<file path="config.mk">
export PLATFORM = sky130hd
export DESIGN_NAME = conv_layer_ctrl
export DESIGN_NICKNAME = d
export VERILOG_FILES = /design/src/rtl/conv_pkg.sv /design/src/rtl/conv_addr_gen.sv /design/src/rtl/conv_layer_ctrl.sv
export SDC_FILE = /design/constraint.sdc
export NUM_CORES = 1
export LEC_CHECK = 0
export ABC_AREA = 1
export CAP_MARGIN = 0
export CELL_PAD_IN_SITES_DETAIL_PLACEMENT = 0
export CELL_PAD_IN_SITES_GLOBAL_PLACEMENT = 1
export CORE_ASPECT_RATIO = 0.7
export CORE_MARGIN = 2
export CORE_UTILIZATION = 40
export DETAILED_ROUTE_END_ITERATION = 10
export GPL_TIMING_DRIVEN = 1
export HOLD_SLACK_MARGIN = 0.06
export PLACE_DENSITY = 0.83
export SLEW_MARGIN = 10
export SYNTH_ARGS = -nofsm -noshare
export SYNTH_HDL_FRONTEND = slang
export SYNTH_SLANG_ARGS = --single-unit
</file>
<file path="constraint.sdc">
create_clock -name clk -period 7 [get_ports clk]
set_input_delay 0.7 -clock clk [delete_from_list [all_inputs] [get_ports clk]]
set_output_delay 0.7 -clock clk [all_outputs]
set_load 0.02 [all_outputs]
</file>
<file path="src/rtl/conv_pkg.sv">
// Shared dimensions, FSM state type and word-to-byte address helper for the
// convolution layer controller.
package conv_pkg;

  localparam int IH = 4;  // iFM height
  localparam int IW = 4;  // iFM width
  localparam int K  = 3;  // square kernel size
  localparam int N  = 3;  // input channels
  localparam int M  = 3;  // output channels / kernels

  localparam int OH = IH - K + 1;
  localparam int OW = IW - K + 1;

  typedef enum logic [2:0] {
    IDLE,
    LOAD,
    DRAIN,
    WRITE,
    DONE
  } state_t;

  // BRAM ports are byte addressed with 32-bit words.
  function automatic logic [31:0] byte_addr(input logic [31:0] word_idx);
    return word_idx << 2;
  endfunction

endpackage

</file>
<file path="src/rtl/conv_addr_gen.sv">
// Six nested loop counters (m, oy, ox outer; c, ky, kx inner, kx fastest) and
// the iFM / kernel / oFM word-index arithmetic for the current position.
module conv_addr_gen #(
  parameter int IH = conv_pkg::IH,
  parameter int IW = conv_pkg::IW,
  parameter int K  = conv_pkg::K,
  parameter int N  = conv_pkg::N,
  parameter int M  = conv_pkg::M
) (
  input  logic        clk,
  input  logic        reset,
  input  logic        clear,
  input  logic        step_inner,
  input  logic        step_outer,
  output logic        inner_first,
  output logic        inner_last,
  output logic        outer_last,
  output logic [31:0] ifm_idx,
  output logic [31:0] ker_idx,
  output logic [31:0] ofm_idx
);

  localparam int OH = IH - K + 1;
  localparam int OW = IW - K + 1;

  localparam logic [15:0] K_LAST  = 16'(K - 1);
  localparam logic [15:0] N_LAST  = 16'(N - 1);
  localparam logic [15:0] M_LAST  = 16'(M - 1);
  localparam logic [15:0] OH_LAST = 16'(OH - 1);
  localparam logic [15:0] OW_LAST = 16'(OW - 1);

  localparam logic [31:0] IW32   = 32'(IW);
  localparam logic [31:0] PLANE  = 32'(IH * IW);
  localparam logic [31:0] K32    = 32'(K);
  localparam logic [31:0] N32    = 32'(N);
  localparam logic [31:0] OW32   = 32'(OW);
  localparam logic [31:0] OPLANE = 32'(OH * OW);

  logic [15:0] m_q, oy_q, ox_q, c_q, ky_q, kx_q;
  logic        kx_wrap, ky_wrap, c_wrap, ox_wrap, oy_wrap, m_wrap;

  assign kx_wrap = (kx_q == K_LAST);
  assign ky_wrap = (ky_q == K_LAST);
  assign c_wrap  = (c_q  == N_LAST);
  assign ox_wrap = (ox_q == OW_LAST);
  assign oy_wrap = (oy_q == OH_LAST);
  assign m_wrap  = (m_q  == M_LAST);

  assign inner_first = (c_q == '0) && (ky_q == '0) && (kx_q == '0);
  assign inner_last  = c_wrap && ky_wrap && kx_wrap;
  assign outer_last  = m_wrap && oy_wrap && ox_wrap;

  // NOTE: state registers use non-blocking assignments so every counter
  // samples the pre-edge values of its neighbours, whatever the statement order.
  always_ff @(posedge clk or negedge reset) begin
    if (!reset) begin
      m_q  <= '0;
      oy_q <= '0;
      ox_q <= '0;
      c_q  <= '0;
      ky_q <= '0;
      kx_q <= '0;
    end else if (clear) begin
      m_q  <= '0;
      oy_q <= '0;
      ox_q <= '0;
      c_q  <= '0;
      ky_q <= '0;
      kx_q <= '0;
    end else begin
      if (step_inner) begin
        kx_q <= kx_wrap ? '0 : kx_q + 16'd1;
        if (kx_wrap) begin
          ky_q <= ky_wrap ? '0 : ky_q + 16'd1;
          if (ky_wrap) c_q <= c_wrap ? '0 : c_q + 16'd1;
        end
      end
      if (step_outer) begin
        ox_q <= ox_wrap ? '0 : ox_q + 16'd1;
        if (ox_wrap) begin
          oy_q <= oy_wrap ? '0 : oy_q + 16'd1;
          if (oy_wrap) m_q <= m_wrap ? '0 : m_q + 16'd1;
        end
      end
    end
  end

  assign ifm_idx = 32'(c_q) * PLANE
                 + (32'(oy_q) + 32'(ky_q)) * IW32
                 + 32'(ox_q) + 32'(kx_q);

  assign ker_idx = ((32'(m_q) * N32 + 32'(c_q)) * K32 + 32'(ky_q)) * K32
                 + 32'(kx_q);

  assign ofm_idx = 32'(m_q) * OPLANE + 32'(oy_q) * OW32 + 32'(ox_q);

endmodule

</file>
<file path="src/rtl/conv_layer_ctrl.sv">
// Convolution layer controller: sequences BRAM reads for an external MAC and
// writes one oFM word per output. Define CONV_CTRL_RELU_EN to clamp negative results to 0.
module conv_layer_ctrl #(
  parameter int IH = conv_pkg::IH,
  parameter int IW = conv_pkg::IW,
  parameter int K  = conv_pkg::K,
  parameter int N  = conv_pkg::N,
  parameter int M  = conv_pkg::M
) (
  input  logic        clk,
  input  logic        reset,
  input  logic [31:0] ps_control,
  output logic [31:0] pl_status,
  output logic [31:0] iFM_addr,
  output logic [3:0]  iFM_we,
  output logic [31:0] kernel_addr,
  output logic [3:0]  kernel_we,
  output logic [31:0] oFM_addr,
  output logic [31:0] oFM_wrdata,
  output logic [3:0]  oFM_we,
  output logic        mac_clear,
  output logic        mac_valid,
  input  logic [31:0] mac_result
);

  import conv_pkg::*;

  state_t      state_q, next_state;
  logic        run, ctrl_q, start;
  logic        drain_q;
  logic        mac_valid_q, mac_clear_q;
  logic [15:0] count_q;
  logic        load_issue, in_write;
  logic        inner_first, inner_last, outer_last;
  logic [31:0] ifm_idx, ker_idx, ofm_idx;
  logic [31:0] wr_value;
  logic [30:0] ctrl_unused;

  assign run         = ps_control[0];
  assign ctrl_unused = ps_control[31:1];

  // Only a rising edge of the start bit launches a run.
  assign start      = (state_q == IDLE) && run && !ctrl_q;
  assign load_issue = (state_q == LOAD) && run;
  assign in_write   = (state_q == WRITE);

  conv_addr_gen #(
    .IH(IH),
    .IW(IW),
    .K (K),
    .N (N),
    .M (M)
  ) u_addr_gen (
    .clk        (clk),
    .reset      (reset),
    .clear      (state_q == IDLE),
    .step_inner (load_issue),
    .step_outer (in_write),
    .inner_first(inner_first),
    .inner_last (inner_last),
    .outer_last (outer_last),
    .ifm_idx    (ifm_idx),
    .ker_idx    (ker_idx),
    .ofm_idx    (ofm_idx)
  );

  // NOTE: next_state gets a default before the case so no path leaves it
  // unassigned, which would otherwise infer a latch.
  always_comb begin
    next_state = state_q;
    case (state_q)
      IDLE:    if (start) next_state = LOAD;
      LOAD:    if (!run) next_state = IDLE;
               else if (inner_last) next_state = DRAIN;
      DRAIN:   if (!run) next_state = IDLE;
               else if (drain_q) next_state = WRITE;
      WRITE:   next_state = outer_last ? DONE : LOAD;
      DONE:    if (!run) next_state = IDLE;
      default: next_state = IDLE;
    endcase
  end

  always_ff @(posedge clk or negedge reset) begin
    if (!reset) begin
      state_q     <= IDLE;
      ctrl_q      <= 1'b0;
      drain_q     <= 1'b0;
      mac_valid_q <= 1'b0;
      mac_clear_q <= 1'b0;
      count_q     <= '0;
    end else begin
      state_q     <= next_state;
      ctrl_q      <= run;
      drain_q     <= (state_q == DRAIN) && run && !drain_q;
      // Read data arrives one cycle after the address, so valid/clear trail it.
      mac_valid_q <= load_issue;
      mac_clear_q <= load_issue && inner_first;
      if (start)         count_q <= '0;
      else if (in_write) count_q <= count_q + 16'd1;
    end
  end

`ifdef CONV_CTRL_RELU_EN
  assign wr_value = mac_result[31] ? '0 : mac_result;
`else
  assign wr_value = mac_result;
`endif

  assign iFM_addr    = load_issue ? byte_addr(ifm_idx) : '0;
  assign kernel_addr = load_issue ? byte_addr(ker_idx) : '0;
  assign iFM_we      = 4'h0;
  assign kernel_we   = 4'h0;

  assign oFM_addr   = in_write ? byte_addr(ofm_idx) : '0;
  assign oFM_wrdata = in_write ? wr_value : '0;
  assign oFM_we     = in_write ? 4'hF : 4'h0;

  assign mac_valid = mac_valid_q;
  assign mac_clear = mac_clear_q;

  assign pl_status = {count_q, 14'b0,
                      (state_q == LOAD) || (state_q == DRAIN) || (state_q == WRITE),
                      (state_q == DONE)};

endmodule
</file>
==> flow_metrics.tcl <==
set metrics [dict create \
    final_cell_mix "nand2_1, inv_1, nor2_1, buf_4, a21oi_1" \
    route.met3.wl_mm 4.10 \
    clkSlewWorstSetupHoldPaths_ns 0.07 \
    rows 61 \
    synth_flop_cell "dfrtp_1" \
    fin_nets 2950 \
    place.gp.congestion 0.947 \
    cts-root-buf "clkbuf_16" \
    min_period_ns 6.94 \
    core_um2 39500 \
    h-tree-depth 4 \
    synth_area_leader_cell "dfrtp_1" \
    drtPass1Iterations 6 \
    p_per_area_nw_per_um2 302 \
    ys_warn_count 0 \
    critPathMostFrequentCell "buf_4" \
    grt_setup_unrepaired "true" \
    cp-end-kind "output pin" \
    slew_violations 0 \
    drive_gt1_share_pct 18.8 \
    maxCapViolations 0 \
    synth.top_cell.area_share_pct 18.6 \
    netlist_area_um2 16000 \
    antenna_found_initial 1 \
    num_vias 16414 \
    initial_core_util_pct 40.4 \
    overflow 0 \
    grt_pass1_wl_mm 81.6 \
    maxSlewHeadroom_pct 31.3 \
    post_drt_wl_per_cell_um 16.8 \
    skew_ns 0.0126 \
    critPathBufInv 13 \
    hold_path_class "primary input to asynchronous set/reset pin" \
    ir_worst_vdd_v 0.000792 \
    fill_cells 3781 \
    worstSkewPairLatency_ns 0.45 \
    setup_viol_count_final 0 \
    period_share_pct 99.2 \
    avgSynthCellArea_um2 6.92 \
    netlist_instances 2308 \
    grt_usage_pct 24.7 \
    finalHoldViolCount 0 \
    worstSetupPathType "flip-flop to output pin" \
    synth_area_leaders "dfrtp_1, ha_1, nand2_1" \
    critPathRequiredTime_ns 6.30 \
    wl_met2_mm 21.6 \
    tightest_slew_ns 1.03 \
    ctsLongestPathBuffers 2 \
    placed_area_um2 19000 \
    p_leak_nw 10.6 \
    final_common_cell "nand2_1" \
    cts_tree "built" \
    ys_types 54 \
    drc_errors 0 \
    worstPathArrival_ns 6.24 \
    grt_max_degree 66 \
    dpl.hpwl_mm 42.4 \
    clkSinkCount 119 \
    drt_wl_total_mm 53.3 \
    io_pins 240 \
    final_cell_area_um2 21100 \
    wl_met1_mm 27.2 \
    syn_to_final_growth_pct 32.0 \
    slowest_delay_ns 0.49 \
    ant_nets 0 \
    numCtsBuffers 17 \
    utilization_pct 53.3 \
    status "completed" \
    diodes 0 \
    highest_layer "met5" \
    crit_slowest_cell "fa_1" \
    portBuffers 153 \
    async_flop_share_pct 100 \
    die_h_um 171 \
    vias_per_cell 5.16 \
    max_freq_mhz 144 \
    synth_edf_count 0 \
    worstPathMaxFanout 5 \
    tns_ns 0 \
    die_w_um 243 \
    seq_area_frac_synth_pct 18.6 \
    cp-start-kind "flip-flop" \
    cp_top_family "adder cells" \
    grt_pass1_vias 14806 \
    ys_ff_latch 119 \
    drt-initial-drc-count 1465 \
    dieArea_um2 41600 \
]
[path summary, 6_finish.rpt]
check	start	endpoint	slack [ns]	cells after the start
max in group asynchronous	reset	u_addr_gen.kx_q[3]$_DFFE_PN0P_	5.35	2
max reg2reg	state_q[2]$_DFFE_PN0P_	u_addr_gen.m_q[8]$_DFFE_PN0P_	4.01	10
max	u_addr_gen.m_q[1]$_DFFE_PN0P_	kernel_addr[16]	0.06	33
min reg2reg	drain_q$_DFF_PN0_	drain_q$_DFF_PN0_	0.42	1
min	reset	u_addr_gen.oy_q[12]$_DFFE_PN0P_	0.28	1
min in group clk	drain_q$_DFF_PN0_	drain_q$_DFF_PN0_	0.42	1
[kinds of logic (layout without fill, tap and decap cells)]
logic type / after synthesis / in the layout / share of synthesized area (%)
AO/OA/AOI/OAI: 401 / 401 / 13.5
XOR/XNOR: 83 / 83 / 4.55
adder cells (fa/ha/maj): 253 / 253 / 23.2
buffers and inverters: 436 / 718 / 11.9
flip-flops: 119 / 119 / 18.6
other: 1 / 55 / 0.0235
AND/OR/NAND/NOR: 1015 / 1015 / 28.1
[stage by stage]
step           setup slack, ns  power, mW  hold slack (ns)  cells
2_1_floorplan            0.380       3.32            0.389   2362
3_3_place_gp            -0.373       4.83            0.402   3131
3_5_place_dp            -0.458       4.89            0.402   3131
4_1_cts                -0.0127       5.88            0.334   3167
5_1_grt                 -0.242       6.84            0.336   3179
6_report                0.0556       6.37            0.281   3179
[cells in the mapped netlist, types with 10 or more instances]
master	instances
inv_1	335
nand3_1	123
dfrtp_1	119
nor3_1	70
nand2_1	468
nor2_1	237
fa_1	72
o31ai_1	10
buf_2	13
o21ai_0	129
a21oi_1	196
nor4_1	10
xor2_1	54
nand4_1	58
inv_2	12
a31oi_1	10
xnor2_1	29
buf_4	62
ha_1	181
o21ai_1	11
a21o_1	10
[layer usage]
layer / vias up / GRT usage (%)
met5: - / 0
met4: 2 / 3.55
met3: 37 / 6.12
met2: 478 / 34.0
met1: 7766 / 38.9
li1: 8131 / -
[state kept, by name, indices dropped and copies added (netlist names)]
name,count
count_q,16
ctrl_q,1
drain_q,1
mac_clear,1
mac_valid,1
state_q,3
u_addr_gen.c_q,16
u_addr_gen.kx_q,16
u_addr_gen.ky_q,16
u_addr_gen.m_q,16
u_addr_gen.ox_q,16
u_addr_gen.oy_q,16
[layout make-up]
type,count,area (um^2),share of cell area [%]
Clock buffer,17,425,2.02
Clock inverter,15,154,0.730
Inverter,350,1320,6.25
Multi-Input combinational cell,1807,12600,59.9
Sequential cell,119,2980,14.1
Tap cell,535,669,3.17
Timing Repair Buffer,336,2900,13.8
[where the power goes]
| group | switching [mW] | internal, mW |
|---|---|---|
| clock network | 0.416 | 0.474 |
| registers | 0.0899 | 0.741 |
| logic | 2.79 | 1.86 |
| total | 3.29 | 3.07 |
[worst register-to-register path, stage by stage, from the launching register on]
cell	delay (ns)
dfrtp_1	0.39
inv_2	0.13
nand3_4	0.45
nand2_4	0.34
nand2_2	0.32
inv_2	0.38
nand2_1	0.09
buf_4	0.22
inv_2	0.32
nand4_1	0.16
o21ai_0	0.11
[timing repair]
action	CTS	global route
pin swaps	20	105
setup endpoints to repair	16	18
gates resized for setup	135	241
hold buffers	0	0
hold endpoints to repair	0	0
buffers inserted	4	17
Note: power is estimated with default switching activity, not from simulation.
